<file path="src/rtl/booth_mul_unit.sv">
// Multi-cycle radix-2 Booth multiplier for RISC-V MUL/MULH/MULHSU/MULHU with tag and valid/yumi retire.
// Optional MUL_EARLY_OUT_EN: finish with one barrel shift once the remaining multiplier bits are uniform.
module booth_mul_unit #(
  parameter int unsigned WIDTH = 32,
  parameter int unsigned TAG_W = 6
) (
  input  logic             clk,
  input  logic             reset,
  input  logic             valid_in,
  output logic             ready,
  input  logic [1:0]       op,
  input  logic [WIDTH-1:0] op_a,
  input  logic [WIDTH-1:0] op_b,
  input  logic [TAG_W-1:0] tag_in,
  input  logic             flush,
  output logic             valid_out,
  input  logic             yumi_in,
  output logic [WIDTH-1:0] result,
  output logic [TAG_W-1:0] tag_out
);

  localparam int unsigned XW = WIDTH + 1;
  localparam int unsigned AW = WIDTH + 2;
  localparam int unsigned PW = 2 * WIDTH;
  localparam int unsigned CW = $clog2(WIDTH + 2);

  localparam logic [1:0] OP_MUL   = 2'b00;
  localparam logic [1:0] OP_MULHU = 2'b11;

`ifdef MUL_EARLY_OUT_EN
  typedef enum logic [1:0] {S_IDLE = 2'd0, S_BUSY = 2'd1, S_DONE = 2'd2, S_FINISH = 2'd3} state_t;
`else
  typedef enum logic [1:0] {S_IDLE = 2'd0, S_BUSY = 2'd1, S_DONE = 2'd2} state_t;
`endif

  state_t           r_state;
  logic [AW-1:0]    r_a;
  logic [XW-1:0]    r_q;
  logic             r_qm1;
  logic [XW-1:0]    r_b;
  logic [CW-1:0]    r_cnt;
  logic [1:0]       r_op;
  logic [TAG_W-1:0] r_tag;
  logic [WIDTH-1:0] r_result;
  logic [TAG_W-1:0] r_tag_out;

  logic [XW-1:0]    w_a_ext;
  logic [XW-1:0]    w_b_ext;
  logic [AW-1:0]    w_mcand;
  logic [AW-1:0]    w_sum;
  logic [AW-1:0]    w_a_nx;
  logic [XW-1:0]    w_q_nx;
  logic [PW-1:0]    w_step_prod;

  function automatic logic [WIDTH-1:0] f_sel(input logic [1:0] sel_op, input logic [PW-1:0] prod);
    return (sel_op == OP_MUL) ? prod[WIDTH-1:0] : prod[PW-1:WIDTH];
  endfunction

  // Operand extension: op_a signed unless MULHU, op_b signed only for MUL/MULH.
  assign w_a_ext = {(op != OP_MULHU) & op_a[WIDTH-1], op_a};
  assign w_b_ext = {~op[1] & op_b[WIDTH-1], op_b};
  assign w_mcand = {r_b[XW-1], r_b};

  // One Booth iteration: conditional add/subtract followed by arithmetic shift of {A,Q,Q-1}.
  always_comb begin
    w_sum = r_a;
    case ({r_q[0], r_qm1})
      2'b01:   w_sum = r_a + w_mcand;
      2'b10:   w_sum = r_a - w_mcand;
      default: w_sum = r_a;
    endcase
  end

  assign w_a_nx      = {w_sum[AW-1], w_sum[AW-1:1]};
  assign w_q_nx      = {w_sum[0], r_q[XW-1:1]};
  assign w_step_prod = PW'({w_a_nx, w_q_nx});

`ifdef MUL_EARLY_OUT_EN
  logic [XW:0]   w_pow;
  logic [XW-1:0] w_mask;
  logic [XW-1:0] w_rem;
  logic          w_early;
  logic [PW-1:0] w_fin_prod;

  // Remaining Booth pairs are all no-ops when the unconsumed Q bits and Q-1 agree.
  assign w_pow      = (XW + 1)'(1) << r_cnt;
  assign w_mask     = XW'(w_pow - (XW + 1)'(1));
  assign w_rem      = r_q & w_mask;
  assign w_early    = (r_cnt > CW'(1)) && (r_qm1 ? (w_rem == w_mask) : (w_rem == '0));
  assign w_fin_prod = PW'($signed({r_a, r_q}) >>> r_cnt);
`endif

  always_ff @(posedge clk) begin
    if (reset) begin
      r_state   <= S_IDLE;
      r_result  <= '0;
      r_tag_out <= '0;
    end else if (flush) begin
      r_state <= S_IDLE;
    end else begin
      case (r_state)
        S_IDLE: begin
          if (valid_in) begin
            r_b     <= w_a_ext;
            r_q     <= w_b_ext;
            r_qm1   <= 1'b0;
            r_a     <= '0;
            r_cnt   <= CW'(WIDTH + 1);
            r_op    <= op;
            r_tag   <= tag_in;
            r_state <= S_BUSY;
          end
        end
        S_BUSY: begin
`ifdef MUL_EARLY_OUT_EN
          if (w_early) begin
            r_state <= S_FINISH;
          end else
`endif
          begin
            r_a   <= w_a_nx;
            r_q   <= w_q_nx;
            r_qm1 <= r_q[0];
            r_cnt <= r_cnt - CW'(1);
            if (r_cnt == CW'(1)) begin
              r_result  <= f_sel(r_op, w_step_prod);
              r_tag_out <= r_tag;
              r_state   <= S_DONE;
            end
          end
        end
`ifdef MUL_EARLY_OUT_EN
        S_FINISH: begin
          r_result  <= f_sel(r_op, w_fin_prod);
          r_tag_out <= r_tag;
          r_state   <= S_DONE;
        end
`endif
        S_DONE: begin
          if (yumi_in) r_state <= S_IDLE;
        end
        default: r_state <= S_IDLE;
      endcase
    end
  end

  assign ready     = (r_state == S_IDLE);
  assign valid_out = (r_state == S_DONE);
  assign result    = r_result;
  assign tag_out   = r_tag_out;

endmodule

</file>
<file path="config.mk">
export PLATFORM = sky130hd
export DESIGN_NAME = booth_mul_unit
export DESIGN_NICKNAME = d
export VERILOG_FILES = /design/src/rtl/booth_mul_unit.sv
export SDC_FILE = /design/constraint.sdc
export NUM_CORES = 1
export LEC_CHECK = 0
export ABC_CLOCK_PERIOD_IN_PS = 9100
export CAP_MARGIN = 20
export CORE_ASPECT_RATIO = 0.9
export CORE_MARGIN = 4
export CORE_UTILIZATION = 43
export CTS_CLUSTER_SIZE = 10
export DETAILED_ROUTE_END_ITERATION = 7
export GPL_TIMING_DRIVEN = 1
export PLACE_DENSITY = 0.74
export SYNTH_ARGS = -nofsm -noshare
export SYNTH_HDL_FRONTEND = slang
export SYNTH_SLANG_ARGS = --single-unit
</file>
<file path="constraint.sdc">
create_clock -name clk -period 9.1 [get_ports clk]
set_input_delay 1.365 -clock clk [delete_from_list [all_inputs] [get_ports clk]]
set_output_delay 1.365 -clock clk [all_outputs]
set_load 0.01 [all_outputs]
</file>
==> impl_metrics.env, run 1 <==
export IMPL_ios=117
export IMPL_postCtsHoldBufs=0
export IMPL_worstPathMaxFanout=6
export IMPL_ant_nets=0
export IMPL_grt_start_max_net_pins=68
export IMPL_port_buffer_count=116
export IMPL_synth_seq_cells=154
export IMPL_startpoint="r_b[4]$_DFFE_PP_"
export IMPL_fmax_mhz=228
export IMPL_drt_total_wl_um=22500
export IMPL_required_ns=9.37
export IMPL_syn_nets=1045
export IMPL_cts_root_buf="clkbuf_16"
export IMPL_netlist_area_mm2=0.00873
export IMPL_r2r_start="r_b[4]$_DFFE_PP_"
export IMPL_clk_latency_ns=0.43
export IMPL_power_density_mw_per_mm2=163
export IMPL_cts_tree="yes"
export IMPL_drc=0
export IMPL_skew_ns=0.0115
export IMPL_yosysSeqAreaShare_pct=48.4
export IMPL_grt_setup_unrepaired="no"
export IMPL_rows=49
export IMPL_hold_path_class="flip-flop to flip-flop"
export IMPL_synth_ff_type="edfxtp_1"
export IMPL_cts_resized=0
export IMPL_rrSetupSlack_ns=4.71
export IMPL_coreArea_mm2=0.0200
export IMPL_period_needed_ns=4.39
export IMPL_synth_top_area_cell="edfxtp_1"
export IMPL_synth_area_leaders="edfxtp_1 (39%), dfxtp_1 (9.2%), nand2_1 (7.2%), a21oi_1 (5.6%), ha_1 (5.3%)"
export IMPL_min_period_over_period_pct=48.2
export IMPL_start_util_pct=43.7
export IMPL_synth_async_reset_ratio_pct=0
export IMPL_synth_edf_count=114
export IMPL_hpwl_um=16000
export IMPL_place_gp_congestion=0.944
export IMPL_synth_cells=930
export IMPL_grt_pass1_wl_um=35600
export IMPL_grt_pass1_vias=6780
export IMPL_reg2reg_depth=17
export IMPL_slew_violations=0
export IMPL_die_x_um=158
export IMPL_vias=7171
export IMPL_cp_start_kind="flip-flop"
export IMPL_hold_violations=0
export IMPL_nets=1145
export IMPL_power_mw=1.74
export IMPL_rr_endpoint="r_a[32]$_SDFFCE_PN0P_"
export IMPL_crit_chain="or4_4 > nor4b_2 > and2_1 > and2_1 > inv_2 > nor2_1 > nor2_1 > xnor2_1 > ha_1 > a21o_1 > a211oi_1 > o21ai_0 > a31oi_1 > o21ai_2 > xor2_1 > or3_1 > a21oi_1"
export IMPL_cts_buffers=17
export IMPL_drt_iter0_markers=630
export IMPL_cts_sinks=154
export IMPL_drive_gt1_share_pct=6.04
export IMPL_worst_pin_slew_ns=0.924
export IMPL_status="finished, final reports clean"
export IMPL_drv_cap=0
export IMPL_fin_tns_setup_ns=0
export IMPL_dieArea_mm2=0.0226
export IMPL_grt_overflow=0
export IMPL_routed_wire_length_per_instance_um=17.3
export IMPL_slowest_stage="or4_4"
export IMPL_postCtsSetupBuffers=0
export IMPL_grt_usage_pct=19.8
export IMPL_via_per_inst=5.52
export IMPL_clockBufferDepth=2
export IMPL_end_kind="flip-flop"
export IMPL_vdd_drop_max_uv=120
export IMPL_synth_top_area_share_pct=39.2
export IMPL_finalSetupViolCount=0
export IMPL_synth_cell_types=64
export IMPL_drt_first_pass_iters=5
export IMPL_crit_end="r_a[32]$_SDFFCE_PN0P_"
export IMPL_yosys_warnings=0
export IMPL_cpPeakStageDelay_ns=0.60
export IMPL_path_clk_slew_ns=0.07
export IMPL_antenna_found_initial=0
export IMPL_antenna_cells=0
export IMPL_p_leak_nw=3.99
export IMPL_slew_headroom_pct=38.0
export IMPL_ctsHtreeMaxLevel=4
export IMPL_die_h_um=143
export IMPL_arrival_ns=4.66
export IMPL_path_class="flip-flop to flip-flop"
export IMPL_post_synth_cell_area_avg_um2=9.38
export IMPL_syn2layout_area_growth_pct=22.4
synth_stat cells, drive strengths merged, types with 5 or more instances:
cell type  number
nand2         169
edfxtp        114
nor2          105
a21oi          98
xnor2          46
o21ai          45
dfxtp          40
ha             37
clkbuf         35
inv            24
nor3           18
a31oi          17
xor2           16
mux2i          15
nand3          15
a211oi         10
o211ai         10
and4            9
buf             9
a21o            8
nand4           8
and2            7
nand2b          7
nor2b           6
o21bai          6
a21boi          5
nor4            5
o21a            5
or4             5
metal layers:
metal / vias up / global-route usage (%) / wire length, µm
li1: 3531 / - / -
met5: - / 0 / 0
met2: 277 / 27.9 / 9340
met4: 0 / 4.44 / 267
met1: 3351 / 30.4 / 10900
met3: 12 / 5.45 / 1980
worst min-delay path by stage:
| stage | start | slack (ns) | cells after the start | to |
|---|---|---|---|---|
| 3_5_place_dp | result[2]$_SDFFE_PP0P_ | 0.44 | 2 | result[2]$_SDFFE_PP0P_ |
| 6_report | result[2]$_SDFFE_PP0P_ | 0.45 | 2 | result[2]$_SDFFE_PP0P_ |
| 3_3_place_gp | result[2]$_SDFFE_PP0P_ | 0.44 | 2 | result[2]$_SDFFE_PP0P_ |
| 5_1_grt | result[2]$_SDFFE_PP0P_ | 0.47 | 2 | result[2]$_SDFFE_PP0P_ |
| 2_1_floorplan | r_tag[0]$_DFFE_PP_ | 0.47 | 2 | tag_out[0]$_SDFFE_PP0P_ |
| 4_1_cts | result[2]$_SDFFE_PP0P_ | 0.45 | 2 | result[2]$_SDFFE_PP0P_ |
cells in the final DEF (no fill, tap or decap), types with 4 or more instances in the layout:
cell type / count
and4_1: 9
ha_1: 37
nor2_1: 104
a31oi_1: 17
a21boi_0: 5
edfxtp_1: 114
nand2_1: 167
mux2i_1: 15
nand4_1: 8
inv_1: 22
xnor2_1: 46
xor2_1: 16
o21a_1: 5
a21oi_1: 98
o21bai_1: 6
o21ai_1: 11
nor3_1: 16
and2_1: 6
buf_4: 9
clkbuf_16: 17
dfxtp_1: 40
nand2b_1: 6
a211oi_1: 10
a21o_1: 8
nand3_1: 15
nor2b_1: 5
o211ai_1: 10
clkdlybuf4s50_1: 116
o21ai_0: 32
inv_6: 4
or4_1: 4
area by class of cell:
cell class	instances	area [µm²]
clock buffers	18	429
flip-flops and latches	154	4220
fillers	1801	9310
clock inverters	14	160
inverters	25	93.8
repair buffers	125	1230
well taps	255	319
multi-input cells	707	4230
registers in the layout, summed over array words and instances (netlist names), 2 cells and up:
signal	flops
result	32
r_tag	6
r_a	33
r_cnt	6
r_op	2
r_state	2
tag_out	6
r_q	33
r_b	33
kinds of logic after synthesis:
| family | synth area share [%] |
|---|---|
| XOR/XNOR | 6.22 |
| AND/OR/NAND/NOR | 19.2 |
| adder cells (fa/ha/maj) | 5.53 |
| buffers and inverters | 3.50 |
| multiplexers | 1.85 |
| AO/OA/AOI/OAI | 15.3 |
| flip-flops | 48.4 |
critical path, delay by kind of cell (launching register included):
| family | cells | cell delay, ns |
|---|---|---|
| DFF | 1 | 0.43 |
| adders and majority gates | 1 | 0.35 |
| and+or+nand+nor | 7 | 2.10 |
| xor gates and xnor gates | 2 | 0.32 |
| AOI/OAI and AO/OA | 6 | 1.02 |
| buffers and inverters | 1 | 0.04 |
report_power, final:
part / leakage [nW] / internal, mW / switching [mW]
clock: 0.287 / 0.411 / 0.301
sequential: 1.38 / 0.775 / 0.0126
combinational: 2.33 / 0.103 / 0.139
per-stage QoR:
| step | cell area [µm²] | util, % | hold slack, ns | worst slack, ns | std cells |
|---|---|---|---|---|---|
| finish | 10700 | 53.4 | 0.454 | 4.71 | 1298 |
| global route | 10700 | 53.4 | 0.470 | 4.31 | 1298 |
| CTS | 10700 | 53.4 | 0.454 | 4.66 | 1298 |
| detailed placement | 10100 | 50.5 | 0.444 | 4.70 | 1266 |
| global placement | 10100 | 50.5 | 0.440 | 4.71 | 1266 |
| floorplan | 8730 | - | 0.471 | 2.95 | 930 |
Note: power is estimated with default switching activity, not from simulation.
==> inputs of run 2 (changes only) <==
- ABC_CLOCK_PERIOD_IN_PS: 9100 -> 4500
- PLACE_DENSITY: 0.74 -> 0.72
- clock period: 9.1 -> 4.5 ns (I/O delays scaled with it)
==> impl_metrics.env, run 2 (same netlist as run 1, synthesis figures left out) <==
export IMPL_slew_headroom_pct=34.2
export IMPL_cts_resized=0
export IMPL_hold_path_class="flip-flop to flip-flop"
export IMPL_ctsHtreeMaxLevel=4
export IMPL_via_per_inst=5.46
export IMPL_hpwl_um=16400
export IMPL_skew_ns=0.0149
export IMPL_fin_area_mm2=0.0107
export IMPL_cts_sinks=154
export IMPL_nets=1155
export IMPL_drc=0
export IMPL_routed_wire_length_per_instance_um=17.6
export IMPL_coreArea_mm2=0.0200
export IMPL_fin_util_pct=53.7
export IMPL_vdd_drop_max_uv=197
export IMPL_postCtsHoldBufs=0
export IMPL_port_buffer_count=116
export IMPL_drt_total_wl_um=23000
export IMPL_grt_start_max_net_pins=60
export IMPL_drt_first_pass_iters=4
export IMPL_required_ns=4.77
export IMPL_dieArea_mm2=0.0226
export IMPL_antenna_cells=0
export IMPL_power_density_mw_per_mm2=318
export IMPL_postCtsSetupBuffers=0
export IMPL_drt_iter0_markers=632
export IMPL_clk_latency_ns=0.42
export IMPL_end_kind="flip-flop"
export IMPL_antenna_found_initial=0
export IMPL_reg2reg_depth=17
export IMPL_arrival_ns=4.59
export IMPL_start_util_pct=43.7
export IMPL_drv_cap=0
export IMPL_status="finished, final reports clean"
export IMPL_drive_gt1_share_pct=7.31
export IMPL_finalNonFillerCells=1308
export IMPL_rrSetupSlack_ns=0.19
export IMPL_rows=49
export IMPL_dp_cells=1275
export IMPL_whs_ns=0.455
export IMPL_ant_nets=0
export IMPL_period_needed_ns=4.31
export IMPL_grt_usage_pct=20.5
export IMPL_hold_violations=0
export IMPL_path_clk_slew_ns=0.07
export IMPL_fin_tns_setup_ns=0
export IMPL_min_period_over_period_pct=95.9
export IMPL_worstPathMaxFanout=6
export IMPL_grt_setup_unrepaired="yes"
export IMPL_holdPathStages=2
export IMPL_place_gp_congestion=0.929
export IMPL_final_cell_mix="nand2_1 (167), clkdlybuf4s50_1 (116), edfxtp_1 (114)"
export IMPL_layout_commonest_cell="nand2_1"
export IMPL_vias=7138
export IMPL_path_class="flip-flop to flip-flop"
export IMPL_die_x_um=158
export IMPL_largest_registers="r_a (33), r_b (33), r_q (33)"
export IMPL_cts_root_buf="clkbuf_16"
export IMPL_cts_tree="yes"
export IMPL_grt_pass1_vias=6844
export IMPL_dpl_instance_area_mm2=0.0102
export IMPL_cts_buffers=17
export IMPL_syn2layout_area_growth_pct=23.0
export IMPL_fmax_mhz=232
export IMPL_ios=117
export IMPL_clockBufferDepth=2
export IMPL_finalSetupViolCount=0
export IMPL_slew_violations=0
export IMPL_grt_pass1_wl_um=36300
export IMPL_die_h_um=143
export IMPL_p_leak_nw=4.02
export IMPL_worst_pin_slew_ns=0.986
export IMPL_grt_overflow=0
export IMPL_cp_start_kind="flip-flop"
[run 2: cell types whose count changed in the layout (fill, tap and decap cells not counted), moves of 2 or more]
| cell | delta |
|---|---|
| inv_8 | -2 |
| buf_4 | +9 |
| clkinvlp_4 | +2 |
| bufinv_16 | -2 |
| and2_1 | -2 |
[run 2: cell type report]
type	instances	area (µm²)
fill	1782	9260
multi-input combinational	707	4240
sequential	154	4220
timing repair buffer	135	1320
clock buffer	19	443
tap	255	319
inverter	25	93.8
clock inverter	13	92.6
[run 2: worst paths after layout]
path                           startpoint                       to
hold reg to reg   result[12]$_SDFFE_PP0P_  result[12]$_SDFFE_PP0P_
setup / recovery         r_b[4]$_DFFE_PP_    r_a[32]$_SDFFCE_PN0P_
setup reg to reg         r_b[4]$_DFFE_PP_    r_a[32]$_SDFFCE_PN0P_
hold / removal    result[12]$_SDFFE_PP0P_  result[12]$_SDFFE_PP0P_
[run 2: critical path, cell delays in order, from the launching register on]
cell,delay (ns)
edfxtp_1,0.42
or4_4,0.60
nor4b_2,0.35
and2_4,0.24
and2_2,0.21
inv_2,0.04
nor2_1,0.18
nor2_1,0.08
xnor2_1,0.18
ha_1,0.33
a21o_1,0.21
a211oi_1,0.23
o21ai_0,0.12
a31oi_1,0.27
o21ai_2,0.10
xor2_1,0.17
or3_1,0.30
a21oi_1,0.14
[run 2: per-layer routing]
layer  GRT usage (%)  routed length (µm)
met5               0                   0
met1            30.4               11100
met2            29.8                9920
met3            5.30                1590
met4            5.25                 372
[run 2: where the power goes]
| part | internal (mW) | switching (mW) | total [mW] | leakage (nW) |
|---|---|---|---|---|
| Clock | 0.722 | 0.593 | 1.32 | 0.256 |
| Combinational | 0.216 | 0.289 | 0.505 | 2.39 |
| Sequential | 1.57 | 0.0244 | 1.59 | 1.38 |
[run 2: per-stage QoR]
step,power [mW],worst slack (ns)
6_report,3.41,0.186
5_1_grt,3.55,-0.0451
3_3_place_gp,2.11,0.169
4_1_cts,3.42,0.0566
3_5_place_dp,2.11,0.0780
2_1_floorplan,1.94,0.0312
